===== src/rtl/cmp_pkg.sv =====
// Shared types and helpers for the sequential magnitude comparator.
// Holds the FSM state encoding, the one-hot result codes and an elaboration-time log2.
package cmp_pkg;

    typedef enum logic [1:0] {
        IDLE = 2'd0,
        CMP  = 2'd1,
        DONE = 2'd2
    } state_t;

    // Result vector layout is {eq, gt, lt}; exactly one bit set once valid.
    localparam logic [2:0] RES_EQ = 3'b100;
    localparam logic [2:0] RES_GT = 3'b010;
    localparam logic [2:0] RES_LT = 3'b001;

    function automatic int clog2(input int value);
        int res;
        res = 0;
        while ((1 << res) < value) begin
            res = res + 1;
        end
        return res;
    endfunction

endpackage


===== src/rtl/cmp_slice2.sv =====
// Combinational 2-bit unsigned compare of one operand slice.
// Same slice primitive used by the small single-cycle comparators.
module cmp_slice2 (
    input  logic [1:0] i_a,
    input  logic [1:0] i_b,
    output logic       s_eq,
    output logic       s_gt,
    output logic       s_lt
);

    assign s_eq = (i_a == i_b);
    assign s_gt = (i_a >  i_b);
    assign s_lt = (i_a <  i_b);

endmodule


===== src/rtl/seq_magnitude_comparator.sv =====
// Multi-cycle unsigned comparator walking WIDTH-bit operands MSB-first, 2 bits per clock.
// Optional macro SEQ_CMP_EARLY_EXIT_EN: finish on the first unequal slice instead of walking all slices.
module seq_magnitude_comparator
    import cmp_pkg::*;
#(
    parameter int WIDTH = 8
) (
    input  logic             clk,
    input  logic             rst,
    input  logic             start,
    input  logic [WIDTH-1:0] a,
    input  logic [WIDTH-1:0] b,
    output logic             busy,
    output logic             done,
    output logic             eq,
    output logic             gt,
    output logic             lt
);

    localparam int SLICES = WIDTH / 2;
    localparam int IDX_W  = (SLICES > 1) ? clog2(SLICES) : 1;
    localparam logic [IDX_W-1:0] IDX_LAST = IDX_W'(SLICES - 1);

    generate
        if ((WIDTH < 2) || ((WIDTH % 2) != 0)) begin : g_bad_width
            $error("seq_magnitude_comparator: WIDTH must be even and >= 2");
        end
    endgenerate

    state_t           r_state;
    logic [WIDTH-1:0] r_a;
    logic [WIDTH-1:0] r_b;
    logic [IDX_W-1:0] r_idx;
    logic [2:0]       r_res;
    logic             r_found;
    logic             r_busy;
    logic             r_done;

    logic [1:0] w_a_sl [SLICES];
    logic [1:0] w_b_sl [SLICES];
    logic [1:0] w_sa;
    logic [1:0] w_sb;
    logic       w_s_eq;
    logic       w_s_gt;
    logic       w_s_lt;
    logic       w_mismatch;
    logic       w_last;
    logic       w_finish;

    genvar gi;
    generate
        for (gi = 0; gi < SLICES; gi++) begin : g_slice
            assign w_a_sl[gi] = r_a[2*gi +: 2];
            assign w_b_sl[gi] = r_b[2*gi +: 2];
        end
    endgenerate

    assign w_sa = w_a_sl[r_idx];
    assign w_sb = w_b_sl[r_idx];

    cmp_slice2 u_slice (
        .i_a  (w_sa),
        .i_b  (w_sb),
        .s_eq (w_s_eq),
        .s_gt (w_s_gt),
        .s_lt (w_s_lt)
    );

    // Only the first unequal slice may write the result.
    assign w_mismatch = !r_found && !w_s_eq;
    assign w_last     = (r_idx == '0);
`ifdef SEQ_CMP_EARLY_EXIT_EN
    assign w_finish   = w_last || w_mismatch;
`else
    assign w_finish   = w_last;
`endif

    always_ff @(posedge clk) begin
        if (rst) begin
            r_state <= IDLE;
            r_a     <= '0;
            r_b     <= '0;
            r_idx   <= '0;
            r_res   <= '0;
            r_found <= 1'b0;
            r_busy  <= 1'b0;
            r_done  <= 1'b0;
        end else begin
            case (r_state)
                IDLE, DONE: begin
                    r_done <= 1'b0;
                    if (start) begin
                        r_a     <= a;
                        r_b     <= b;
                        r_idx   <= IDX_LAST;
                        r_res   <= '0;
                        r_found <= 1'b0;
                        r_busy  <= 1'b1;
                        r_state <= CMP;
                    end else begin
                        r_busy  <= 1'b0;
                        r_state <= IDLE;
                    end
                end
                CMP: begin
                    if (w_mismatch) begin
                        r_res   <= w_s_gt ? RES_GT : RES_LT;
                        r_found <= 1'b1;
                    end
                    if (w_finish) begin
                        if (w_last && !r_found && w_s_eq) begin
                            r_res <= RES_EQ;
                        end
                        r_busy  <= 1'b0;
                        r_done  <= 1'b1;
                        r_state <= DONE;
                    end else begin
                        r_idx <= r_idx - 1'b1;
                    end
                end
                default: begin
                    r_busy  <= 1'b0;
                    r_done  <= 1'b0;
                    r_state <= IDLE;
                end
            endcase
        end
    end

    assign busy = r_busy;
    assign done = r_done;
    assign eq   = r_res[2];
    assign gt   = r_res[1];
    assign lt   = r_res[0];

    // w_s_lt is implied by the other two flags; kept for interface symmetry.
    logic w_unused;
    assign w_unused = w_s_lt;

endmodule

===== config.mk =====
export PLATFORM = sky130hd
export DESIGN_NAME = seq_magnitude_comparator
export DESIGN_NICKNAME = d
export VERILOG_FILES = /design/src/rtl/cmp_pkg.sv /design/src/rtl/cmp_slice2.sv /design/src/rtl/seq_magnitude_comparator.sv
export SDC_FILE = /design/constraint.sdc
export NUM_CORES = 1
export LEC_CHECK = 0
export ABC_AREA = 1
export CAP_MARGIN = 10
export CORE_UTILIZATION = 49
export DETAILED_ROUTE_END_ITERATION = 8
export GPL_TIMING_DRIVEN = 0
export PLACE_DENSITY = 0.79
export SLEW_MARGIN = 25
export SYNTH_ARGS = -nofsm -noshare
export SYNTH_HDL_FRONTEND = slang
export SYNTH_SLANG_ARGS = --single-unit

===== constraint.sdc =====
create_clock -name clk -period 2 [get_ports clk]
set_input_delay 0.6 -clock clk [delete_from_list [all_inputs] [get_ports clk]]
set_output_delay 0.6 -clock clk [all_outputs]
set_load 0.02 [all_outputs]

# Word level (Yosys, flattened, before mapping)
# Index checks and enable logic that the tools add are counted.
dict set report op_classes {
  add_sub_neg 1
  magnitude_cmp 2
  n_eq_ne 7
  n_mux 24
  n_bitwise 2
  n_reduce_logical 14
}
# cell count
set op_table {}
lappend op_table {{2-bit two-way mux} 8}
lappend op_table {{3-bit two-way mux} 4}
lappend op_table {{2-bit binary-select mux with 2-bit select} 2}
lappend op_table {{2-bit inequality test (second input constant)} 4}
lappend op_table {{2-bit one-hot mux with 2 select lines} 2}
lappend op_table {{3-bit one-hot mux with 2 select lines} 1}
lappend op_table {{3-bit AND reduction} 2}
lappend op_table {{1-bit two-way mux} 5}
lappend op_table {{2-bit zero test} 2}
lappend op_table {{1-bit one-hot mux with 2 select lines} 2}
lappend op_table {{2-bit AND reduction} 2}
lappend op_table {{2-bit OR reduction} 2}
lappend op_table {{3-bit greater-or-equal comparator (second input constant)} 1}
lappend op_table {{1-bit logical AND} 3}
lappend op_table {{2-bit NOT with 3-bit output} 1}
lappend op_table {{2-bit by 1-bit equality test with 1-bit output (second input constant)} 1}
lappend op_table {{2-bit equality test} 1}
lappend op_table {{2-bit equality test (second input constant)} 1}
lappend op_table {{2-bit greater-than comparator} 1}
lappend op_table {{1-bit zero test} 2}
lappend op_table {{2-bit nonzero test} 1}
lappend op_table {{2-bit by 1-bit subtractor with 2-bit output (second input constant)} 1}
lappend op_table {{1-bit NOT} 1}
dict set report word_totals {
  ff_bits 26
  inputBits 19
  output_inout_bits 5
  word_cells 58
}

# Depth between registers and ports, before layout
dict set report logic_depth {
  word_depth 11
  depth_mapped 12
  depth_no_buf 11
}

# Hierarchy
# A second synthesis with hierarchy kept.
dict set report unflattened {
  hier_cells 163
  area_unflattened_um2 1153.6
}
# module n_inst cells_per_inst area_per_inst_um2 seq_area_each_um2
set by_module_without_submodules {}
lappend by_module_without_submodules {seq_magnitude_comparator 1 152 1088.5 520.5}
lappend by_module_without_submodules {cmp_slice2 1 11 65.1 0.0}

# Worst setup path before layout
# No wires, ideal clock.
dict set report synth_timing {
  path_type {register -> register}
  start {register r_idx[0]}
  end {register r_res[1]}
  setup_time_ps 70
  t_arrival_ps 1517
  t_required_ps 1930
  path_slack_ps 413
  stages_incl_launch_ff 11
  path_buffers 1
  period_less_slack_ps 1587
  cell_sequence {dfxtp_1 > buf_4 > inv_2 > nand2_1 > a32o_1 > ha_1 > a21oi_1 > nand2_1 > nand2_1 > nand2_1 > a21oi_1}
}
dict set report synth_via {
  elab_chain_cells 11
  elab_cells_between_ends 19
  classes_between {order compare (1); eq/ne (1); mux (11); bitwise (1); reduce/logical (5)}
}
# item line
set synth_rtl {}
lappend synth_rtl {{from (decl)} seq_magnitude_comparator.sv:33} ;# logic [IDX_W-1:0] r_idx;
lappend synth_rtl {{from (signal assigned)} seq_magnitude_comparator.sv:118} ;# r_idx <= r_idx - 1'b1;
lappend synth_rtl {{branches (longest 9 deep; another with 2-bit greater-than comparator)} --}
lappend synth_rtl {{3-bit two-way mux (*)} seq_magnitude_comparator.sv:110} ;# if (w_finish) begin
lappend synth_rtl {{3-bit one-hot mux with 2 select lines (*)} seq_magnitude_comparator.sv:89} ;# case (r_state)
lappend synth_rtl {{to (signal assigned)} seq_magnitude_comparator.sv:107} ;# r_res <= w_s_gt ? RES_GT : RES_LT;
lappend synth_rtl {{to (decl)} seq_magnitude_comparator.sv:34} ;# logic [2:0] r_res;
# Mark *: on every way between the ends. The select of a mux whose other input is x is not followed.
# A chain may end at the register's enable or synchronous reset.

# Final worst setup path
dict set report layout_timing {
  start {register r_res[1]}
  end {output port gt}
}
# item line
set layout_lines {}
lappend layout_lines {{to (decl)} seq_magnitude_comparator.sv:16} ;# output logic gt,
# No word-level cell between the ends.

==> run metrics <==
Sink Count 26; Startpoint Class flip-flop; H-tree depth 1; I/O pin cnt 24; Starting Density 52.6%; Tmin final about 1.9 ns; P_leak 0.000632 µW; fin nets 207; detailed-route wire length about 2.6 mm; vias in the first global route 980; clk slew on worst S/H paths between 0.1 and 0.15 ns; drt wl/cell around 12 µm; initial detailed-routing violation count 19; # DRC 0; CP max-delay cell clkdlybuf4s50_1; Antenna Nets Post-Route 0; Final Cycle Share between 90 and 100%; clock latency on the worst-skew pair about 0.32 ns; Placement Rows 17; CP endpoint kind output pin; # port buffers 23; crit path buf inv count 1; Setup Buffers After CTS 0; initial antenna violation count 0; Die ar. roughly 2600 µm²; ant diodes 0; router iterations before antenna repair 4; Top FF cell, synth dfxtp_1; Fillers ~200; die width between 50 and 60 µm; top-area cell type share of the netlist area ~44%; Vias/cell 5.13; Clock Path Buffers 2; clock root cell clkbuf_4; post-synth cell types 22; Overall Power roughly 1200 µW; commonest cells after routing, fill and taps aside nor2_1, dfxtp_1, clkdlybuf4s50_1; cts bufs inserted 3; Worst path top cell family by delay buffers and inverters; ys async rst share 0%; Syn Area/Cell around 7.5 µm²; Worst Path Max Fanout 3; RSZ-0062 raised after global routing no; Slew Viols, Final 0; Synth Net Count about 180; most area-consuming cells after synthesis dfxtp_1, nor2_1, o21ai_0, nand2_1, ha_1; total gr overflow 0; HP Class flip-flop to flip-flop; core area between 2000 and 2500 µm²; vias between 1000 and 1500; critical path class flip-flop to output pin; first-pass GRT wire length between 4 and 5 mm; Worst Clk Skew ~0.0013 ns; final hold viol count 0; cell type with the highest aggregate area in the netlist dfxtp_1; power per cell area approximately 800 nW/µm²; max cap viols 0; critical path cell sequence clkdlybuf4s50_1; Hold Buf Count CTS 0; Worst Max-Slew Pin Slew 0.222 ns; critical path data arrival time 1.31 ns; yosys warns 0; worst relative slew slack between 80% and 90%; Worst VDD drop between 0.5 and 0.6 mV; largest net degree at the start of global routing 15; final setup fails 0; Die Y-Extent 51.0 µm; synthesized area 1170 µm²; CP required between 1 and 1.5 ns; sequential area share after synthesis 44.3%; Highest Clock Rate between 500 and 600 MHz; commonest non-fill, non-tap cell in the layout nor2_1; Post-synth EDFFs 0; CP max stage delay about 0.61 ns; RD Place Congestion roughly 0.82; GRT Overall Usage ~23%; post-CTS sizing 0; CTS tree yes; post-DP HPWL 1.88 mm; FF+latch count, synth 26; outcome finished clean; fraction of layout cells with a size suffix above 1 ~11%; Setup TNS Final 0 ns; cells after synthesis ~160; synthesis-to-finish area growth 25.9%
==> metrics by stage <==
stage / hold WS (ns) / setup slack (ns) / util [%] / instance area, µm² / std cells
finish: 0.502 / 0.0859 / 66.2 / 1480 / 212
global route: 0.512 / 0.0149 / 66.2 / 1480 / 212
CTS: 0.501 / 0.0784 / 66.1 / 1480 / 212
detailed placement: 0.468 / 0.224 / 64.5 / 1440 / 208
global placement: 0.465 / 0.251 / 64.5 / 1440 / 208
floorplan: 0.449 / 0.413 / - / 1170 / 157
==> final timing paths <==
kind              startpoint  cells past startpoint  slack (ns)  endpoint
setup / recovery    r_res[1]                      1        0.09        gt
hold / removal      r_res[2]                      2        0.50  r_res[2]
setup reg to reg    r_idx[0]                     10        0.20  r_res[1]
hold reg to reg     r_res[2]                      2        0.50  r_res[2]
==> sequential cells by signal (all words and copies together), names as in the netlist <==
| name | cells |
|---|---|
| r_a | 8 |
| r_b | 8 |
| r_res | 3 |
| r_idx | 2 |
| r_state | 2 |
| busy | 1 |
| done | 1 |
| r_found | 1 |
==> cells in the mapped netlist (2+ instances only) <==
master / number
nor2_1: 45
dfxtp_1: 26
nand2_1: 21
o21ai_0: 21
inv_1: 9
a21oi_1: 6
ha_1: 3
nand2_2: 3
nand3_1: 3
a32o_1: 2
buf_2: 2
buf_6: 2
inv_2: 2
nand2_4: 2
o21ai_1: 2
o22ai_1: 2
==> final cells by class <==
type,instances,area [µm²],area share (%)
sequential,26,520,35.2
tap,28,35.0,2.37
buffer,6,45.0,3.05
multi-input combinational,113,562,38.0
clock buffer,4,36.3,2.45
inverter,12,50.0,3.38
timing repair buffer,23,230,15.6
==> routing by layer <==
metal	routed length [µm]	vias up	share of wire, %	track usage (%)
met5	0	-	0	0
met4	54	0	2.1	13.4
met3	117	4	4.5	2.98
met2	1220	32	47	36.4
met1	1210	491	47	28.4
li1	-	560	-	-
==> power breakdown <==
part	switching, µW	internal, µW
Combinational	193	148
Sequential	27.4	565
Clock	157	111
Total	378	825
==> cells by family after synthesis <==
logic type               count (synthesis)  synth area share (%)
AO/OA/AOI/OAI                           34                  16.2
adder cells (fa/ha/maj)                  3                  3.20
buffers and inverters                   18                  7.88
flip-flops                              26                  44.3
AND/OR/NAND/NOR                         76                  28.4
Note: power is estimated with default switching activity, not from simulation.
